File: src/rtl/audio_capture_sequencer.sv
// Capture sequencer between the codec sample FIFO and the capture FIFO.
// Arms on start, triggers on magnitude, forwards a fixed number of samples.
module audio_capture_sequencer #(
  parameter int DATA_W      = 16,
  parameter int CNT_W       = 16,
  parameter int TIMEOUT_SMP = 48000,
  parameter int OVR_W       = 8
) (
  input  logic              clk,
  input  logic              rst_n,
  input  logic              start,
  input  logic              abort,
  input  logic [DATA_W-1:0] trig_thresh,
  input  logic [CNT_W-1:0]  cap_len,
  input  logic [DATA_W-1:0] src_data,
  input  logic              src_valid,
  output logic              src_ready,
  output logic [DATA_W-1:0] cap_data,
  output logic              cap_valid,
  input  logic              cap_ready,
  output logic              busy,
  output logic              done,
  output logic              timed_out,
  output logic [CNT_W-1:0]  smp_count,
  output logic [OVR_W-1:0]  ovr_count,
  output logic [2:0]        state_o
);

  typedef enum logic [2:0] {
    IDLE    = 3'd0,
    ARMED   = 3'd1,
    CAPTURE = 3'd2,
    DONE    = 3'd3,
    TIMEOUT = 3'd4
  } state_t;

  localparam logic [DATA_W:0]  ONE_M   = 1;
  localparam logic [CNT_W-1:0] ONE_C   = 1;
  localparam logic [OVR_W-1:0] ONE_O   = 1;
  localparam logic [CNT_W-1:0] MAX_LEN = '1;
  localparam logic [CNT_W-1:0] TO_C    = CNT_W'(TIMEOUT_SMP);

  state_t             state, state_n;
  logic [CNT_W-1:0]   smp_n;
  logic [OVR_W-1:0]   ovr_n;
  logic [CNT_W-1:0]   wait_cnt, wait_n;
  logic               ready_q;

  logic [DATA_W:0]    sext, mag, thr;
  logic               hit;
  logic [CNT_W-1:0]   eff_len;
  logic [CNT_W-1:0]   smp_inc;
  logic [CNT_W-1:0]   wait_inc;
  logic               last;

  // One extra bit so the most negative sample has a representable magnitude.
  assign sext = {src_data[DATA_W-1], src_data};
  assign mag  = src_data[DATA_W-1] ? (~sext + ONE_M) : sext;
  assign thr  = {1'b0, trig_thresh};
  assign hit  = src_valid && (mag >= thr);

  assign eff_len  = (cap_len == '0) ? MAX_LEN : cap_len;
  assign smp_inc  = smp_count + ONE_C;
  assign wait_inc = wait_cnt + ONE_C;
  assign last     = smp_inc >= eff_len;

  assign cap_data  = src_data;
  assign cap_valid = src_valid && !abort &&
                     ((state == ARMED && hit) || state == CAPTURE);

  assign src_ready = ready_q;
  assign busy      = (state == ARMED) || (state == CAPTURE);
  assign done      = (state == DONE);
  assign timed_out = (state == TIMEOUT);
  assign state_o   = state;

  // State and counter registers.
  always_ff @(posedge clk or negedge rst_n) begin
    if (!rst_n) begin
      state     <= IDLE;
      smp_count <= '0;
      ovr_count <= '0;
      wait_cnt  <= '0;
      ready_q   <= 1'b0;
    end else begin
      state     <= state_n;
      smp_count <= smp_n;
      ovr_count <= ovr_n;
      wait_cnt  <= wait_n;
      ready_q   <= 1'b1;
    end
  end

  // Next state and counter updates; abort overrides every other event.
  always_comb begin
    state_n = state;
    smp_n   = smp_count;
    ovr_n   = ovr_count;
    wait_n  = wait_cnt;
    // A forwarded slot always consumes a sample, transferred or dropped.
    if (cap_valid) begin
      smp_n = smp_inc;
      if (!cap_ready && !(&ovr_count)) ovr_n = ovr_count + ONE_O;
    end
    if (abort) begin
      state_n = IDLE;
    end else begin
      case (state)
        IDLE, DONE, TIMEOUT: begin
          if (start) begin
            state_n = ARMED;
            smp_n   = '0;
            ovr_n   = '0;
            wait_n  = '0;
          end
        end
        ARMED: begin
          if (hit) begin
            state_n = last ? DONE : CAPTURE;
          end else if (src_valid) begin
            wait_n = wait_inc;
            if (wait_inc >= TO_C) state_n = TIMEOUT;
          end
        end
        CAPTURE: begin
          if (src_valid && last) state_n = DONE;
        end
        default: state_n = IDLE;
      endcase
    end
  end

endmodule
File: config.mk
export PLATFORM = sky130hd
export DESIGN_NAME = audio_capture_sequencer
export DESIGN_NICKNAME = d
export VERILOG_FILES = /design/src/rtl/audio_capture_sequencer.sv
export SDC_FILE = /design/constraint.sdc
export NUM_CORES = 1
export LEC_CHECK = 0
export ABC_AREA = 1
export BUFFER_PORTS_ARGS = -buffer_cell sky130_fd_sc_hd__buf_2
export CAP_MARGIN = 0
export CORE_ASPECT_RATIO = 0.9
export CORE_MARGIN = 3
export CORE_UTILIZATION = 50
export DETAILED_ROUTE_END_ITERATION = 12
export PLACE_DENSITY = 0.78
export SKIP_LAST_GASP = 1
export SYNTH_ARGS = -nofsm -noshare
export SYNTH_HDL_FRONTEND = slang
export SYNTH_SLANG_ARGS = --single-unit
File: constraint.sdc
create_clock -name clk -period 2.7 [get_ports clk]
set_input_delay 0.135 -clock clk [delete_from_list [all_inputs] [get_ports clk]]
set_output_delay 0.135 -clock clk [all_outputs]
set_load 0.1 [all_outputs]
* Yosys cells after proc, flatten, opt, wreduce, memory -nomap -nowiden
Cells that the tools add are included.
** Word-level totals
- Register bits after elaboration :: 44
- Bits in latches :: 0
- RAM bits :: 0
- ROM bits :: 0
- Input bits :: 54
- Logic and storage cells :: 66
- Memories :: 0
** Operators by class
- Add/sub/neg operators :: 4
- $mul :: 0
- Divide/modulo/power cells :: 0
- Magnitude comparators :: 3
- Equal/unequal tests :: 11
- Shift-type cells :: 0
- Muxes and demuxes :: 23
- Bitwise logic cells :: 2
- Reduce and logical (&&, ||, !) cells :: 18
** Operator list (number)
- $mux 16 :: 8
- $mux 8 :: 5
- $add 16x1->16 const B :: 2
- $pmux 16 s2 :: 1
- $mux 3 :: 6
- $add 17x1->17 const B :: 1
- $ge 17x16->1 :: 1
- $mux 17 :: 1
- $not 17->17 :: 1
- $ge 16x16->1 :: 1
- $ge 16x16->1 const B :: 1
- $logic_not 16->1 :: 1
- $pmux 3 s3 :: 1
- $add 8x1->8 const B :: 1
- $reduce_and 8->1 :: 1
- $eq 3x2->1 const B :: 2
- $logic_and 1x1->1 :: 6
- $ne 2x2->1 const B :: 3
- $reduce_and 5->1 :: 1
- $ne 4x3->1 const B :: 1
- $ne 4x4->1 const B :: 1
- $reduce_and 4->1 :: 1
- $eq 3x1->1 const B :: 1
- $eq 3x3->1 const B :: 1
- other kinds (9) :: 12

* Longest topological paths before layout
- Depth after elaboration :: 12
- Depth in mapped cells :: 24
- Gate-level depth less buffers :: 23

* Worst setup path before layout
Ideal clock, no wire load.
- Path kind :: reg-to-reg
- From :: reg smp_count[2]
- To :: reg state[1], in the netlist state_o[1]
- Data arrival time :: 3.342 ns
- Data required time :: 2.579 ns
- Path slack :: -0.762 ns
- Stages on the path, launching flop included :: 20
- Path buffers :: 0
- Cell sequence :: dfrtp_1 > nand4_1 > nor2_1 > nand2_1 > nor2_2 > nand3_2 > nor2_1 > nand3_1 > xor2_1 > ha_1 > nand2_1 > inv_1 > nand3_1 > nor2_1 > nand3_1 > nand3_1 > a21oi_1 > nand3b_2 > nand2_1 > nand2_1
** On the way
- Longest elaborated chain between the ends :: 5
** Ends and longest elaborated chain
- start, declared :: RTL line 24 : output logic [CNT_W-1:0] smp_count,
- start signal, assigned :: RTL line 87 : smp_count <= smp_n;
- $add 16x1->16 :: RTL line 63 : assign smp_inc = smp_count + ONE_C;
- $ge 16x16->1 :: RTL line 65 : assign last = smp_inc >= eff_len;
- $logic_and 1x1->1 :: RTL line 126 : if (src_valid && last) state_n = DONE;
- $ne 3x2->1 (no line)
- $reduce_and 4->1 (no line)
- end signal, assigned :: RTL line 86 : state <= state_n;
- end, declared :: RTL line 43 : state_t state, state_n;
Every way passes these cells.
A chain may end at the register's enable or synchronous reset.

* Worst setup path in the final report
- From :: reg smp_count[0]
- To :: reg state[1], in the netlist state_o[1]
Same word-level chain as after synthesis.

==> results.md <==
* Synthesized area at 4310 um2
* Horiz. Die Dim at ~100 um
* Pleak at between 3 and 4 nW
* Register bit total from synthesis at 44
* Clk_skew at around 12 ps
* Worst slack at placement at -433 ps
* Critical path cell sequence: nand4_1 > nor2_2 > nand2_2 > buf_4 > buf_4 > o21ai_0 > nand2_1 > inv_1 > ha_1 > nand2_1 > a21oi_1 > nor2_1 > nand2_1 > nand2_1 > nand3_2 > a21oi_4 > nand3b_4 > nand2_2 > nand2_1
* Clock Tree Root: clkbuf_8
* Critical path arrival at about 3400 ps
* Uppermost routed layer: met4
* Worst R2R Path Depth at 19
* Cell count after placement at 860
* Wire per inst at about 17 um
* Synthesized Nets at ~720
* Number of synthesized flops with an enable pin at 0
* TritonRoute pass-1 iters at 8
* Final period util at 118%
* # diodes at 0
* Max-cap violations at 0
* Register area share after synthesis at around a quarter
* Worst R2R Start: smp_count[0]
* Placed cell area at 5180 um2
* I/O Pins at just over 100
* Fin util at 77.0%
* Final setup fails at 44
* Clock transition at path regs at around 100 ps
* Fmax at 315 MHz
* Met2 WL at 7.80 mm
* Most frequent CP cell: nand2_1
* Gate Count Post-Synth at ~630
* Ys flop type: dfrtp_1
* Syn. warnings at 0
* # DRC at 0
* Distinct cells, synth at 42
* Post-DP HPWL at between 8 and 9 mm
* Routed met1 length at 5.65 mm
* # nets final at approximately 880
* Slew Viols, Final at 0
* Die Area at ~9800 um2
* Avg Cell Area, Syn at 6.83 um2
* R2R Path End: state_o[1]
* CTS tree: done
* Max_slew headroom at between 30% and 40%
* RSZ-0062 raised after global routing: yes
* CP Launch Type: flop
* GPL Wtd Cong at 0.940
* Critical path startpoint: smp_count[0]
* Via density at between 5 and 6
* Share of cells above drive strength 1 at 43.7%
* Clock sink total at between 40 and 50
* Setup CP Type: flop to flop
* Final setup TNS at -7490 ps
* Vias in the first global route at ~4,700
* Routed WL at 15.8 mm
* Final Total Pwr at 4.78 mW
* Worst reg2reg setup slack at -480 ps
* Tot GR Track Use at 25.1%
* WHS at -18.4 ps
* Non-filler instance count after layout at 906
* CP endpoint kind: flop
* Buffers on Ports at 101
* Setup crit end: state_o[1]
* Max stage delay cell, worst path: dfrtp_4
* Status: finished, violations left
* Row cnt at 31
* Core box area at between 8000 and 9000 um2
* Initial antenna violation count at 0
* Commonest non-fill, non-tap cell in the layout: nand2_1
* Largest fanout on the critical path at 4
* Pin count of the biggest net entering global routing at between 40 and 50
* Worst-Margin Slew at between 1000 and 1500 ps
* Vias at ~5,300
* Peak VDD IR at between 0.7 and 0.8 mV
* Starting Density at approximately 52%
* HP Class: input port to async pin
* Number of buffers created by CTS at 5
* Longest Clk Path Bufs at 2
* H-tree depth at 2
* DRT iter0 DRCs at just under 500
* Post-route minimum period at about 3200 ps
* Post-route setup slack at -476 ps
* Async S/R FF share, synth at 100%
* First-pass GRT wire length at 20.4 mm
* Power density cells at 755 nW/um2
* Most frequent cells in the layout: nand2_1 (106), buf_2 (98), inv_1 (83)
* Post-route cell area at ~6300 um2
* Worst path required time at just under 3000 ps
* Violated checks: negative hold slack, negative setup slack
* Post-route ant nets at 0
* Critical path's largest stage delay at between 400 and 500 ps
* Final hold vios at 17
* Met3 WL at between 1 and 1.5 mm
* Chip height at ~94 um
* Worst-Skew Late Latency at between 300 and 400 ps
* Grt ovf at 0
* Area grow syn2layout at 46.9%
-- registers in the layout (all words and copies together), names as in the netlist --
name,flops
smp_count,16
ovr_count,8
wait_cnt,16
src_ready,1
state_o,3
-- metal layers --
layer  up-vias  global-route usage (%)
met3       120                    4.19
met5         -                       0
li1       2325                       -
met1      2427                    28.6
met4         0                    10.9
met2       400                    46.6
-- worst max-delay path, delay by kind of cell, from the launching register on --
kind,cells,cell delay (ps)
buf+inv,3,430
simple gates,12,1470
fa+ha+maj,1,290
compound gates,3,460
flops,1,460
-- repair_timing --
action	in CTS	in global routing
endpoints found under the hold margin	0	0
hold buffers	0	0
cloned	2	3
setup buffers	20	15
resized for setup	50	127
pin swaps	22	44
setup endpoints to repair	38	44
-- power by group --
part           switching [mW]  total (mW)  internal [mW]
combinational            2.37        3.20          0.831
sequential              0.214        1.03          0.814
clock                   0.272       0.552          0.279
-- logic make-up after synthesis --
group | Yosys count | share of synthesized area [%]
AO/OA/AOI/OAI | 78 | 10.3
XOR/XNOR | 31 | 6.30
adder cells (fa/ha/maj) | 37 | 10.7
buffers and inverters | 122 | 13.0
flip-flops | 44 | 25.5
other | 1 | 0.0870
AND/OR/NAND/NOR | 318 | 34.0
-- synth_stat cells (3+ instances only) --
| cell type | instances | area [um2] |
|---|---|---|
| a21oi_1 | 26 | 130 |
| buf_4 | 19 | 143 |
| clkbuf_1 | 3 | 11.3 |
| dfrtp_1 | 44 | 1100 |
| ha_1 | 37 | 463 |
| inv_1 | 90 | 338 |
| inv_2 | 6 | 22.5 |
| nand2_1 | 135 | 507 |
| nand2_2 | 3 | 18.8 |
| nand3_1 | 26 | 130 |
| nand3b_1 | 3 | 22.5 |
| nand4_1 | 16 | 100 |
| nor2_1 | 95 | 357 |
| nor2_2 | 9 | 56.3 |
| nor3_1 | 10 | 50.1 |
| nor4_1 | 5 | 31.3 |
| o21ai_0 | 21 | 105 |
| o21ai_1 | 13 | 65.1 |
| o31ai_1 | 10 | 75.1 |
| or2_2 | 3 | 18.8 |
| xnor2_1 | 6 | 52.6 |
| xor2_1 | 25 | 219 |
-- cell type report --
class                   instances  area [um2]
multi-input cells             468        3340
clock inverters                 3        46.3
flip-flops and latches         44        1130
inverters                      97         394
well taps                     115         144
repair buffers                174        1210
clock buffers                   5        68.8
fillers                       507        1890
-- worst min-delay path by stage --
stage                               end  slack, ps  cells past startpoint
final                     smp_count[11]        -20                      1
after global routing      smp_count[12]         40                      1
after CTS                 smp_count[11]         10                      1
after detailed placement  smp_count[11]        350                      1
after global placement    smp_count[11]        340                      1
after floorplan            ovr_count[0]       -160                      0
No activity file was read; power rests on OpenSTA's default activity.
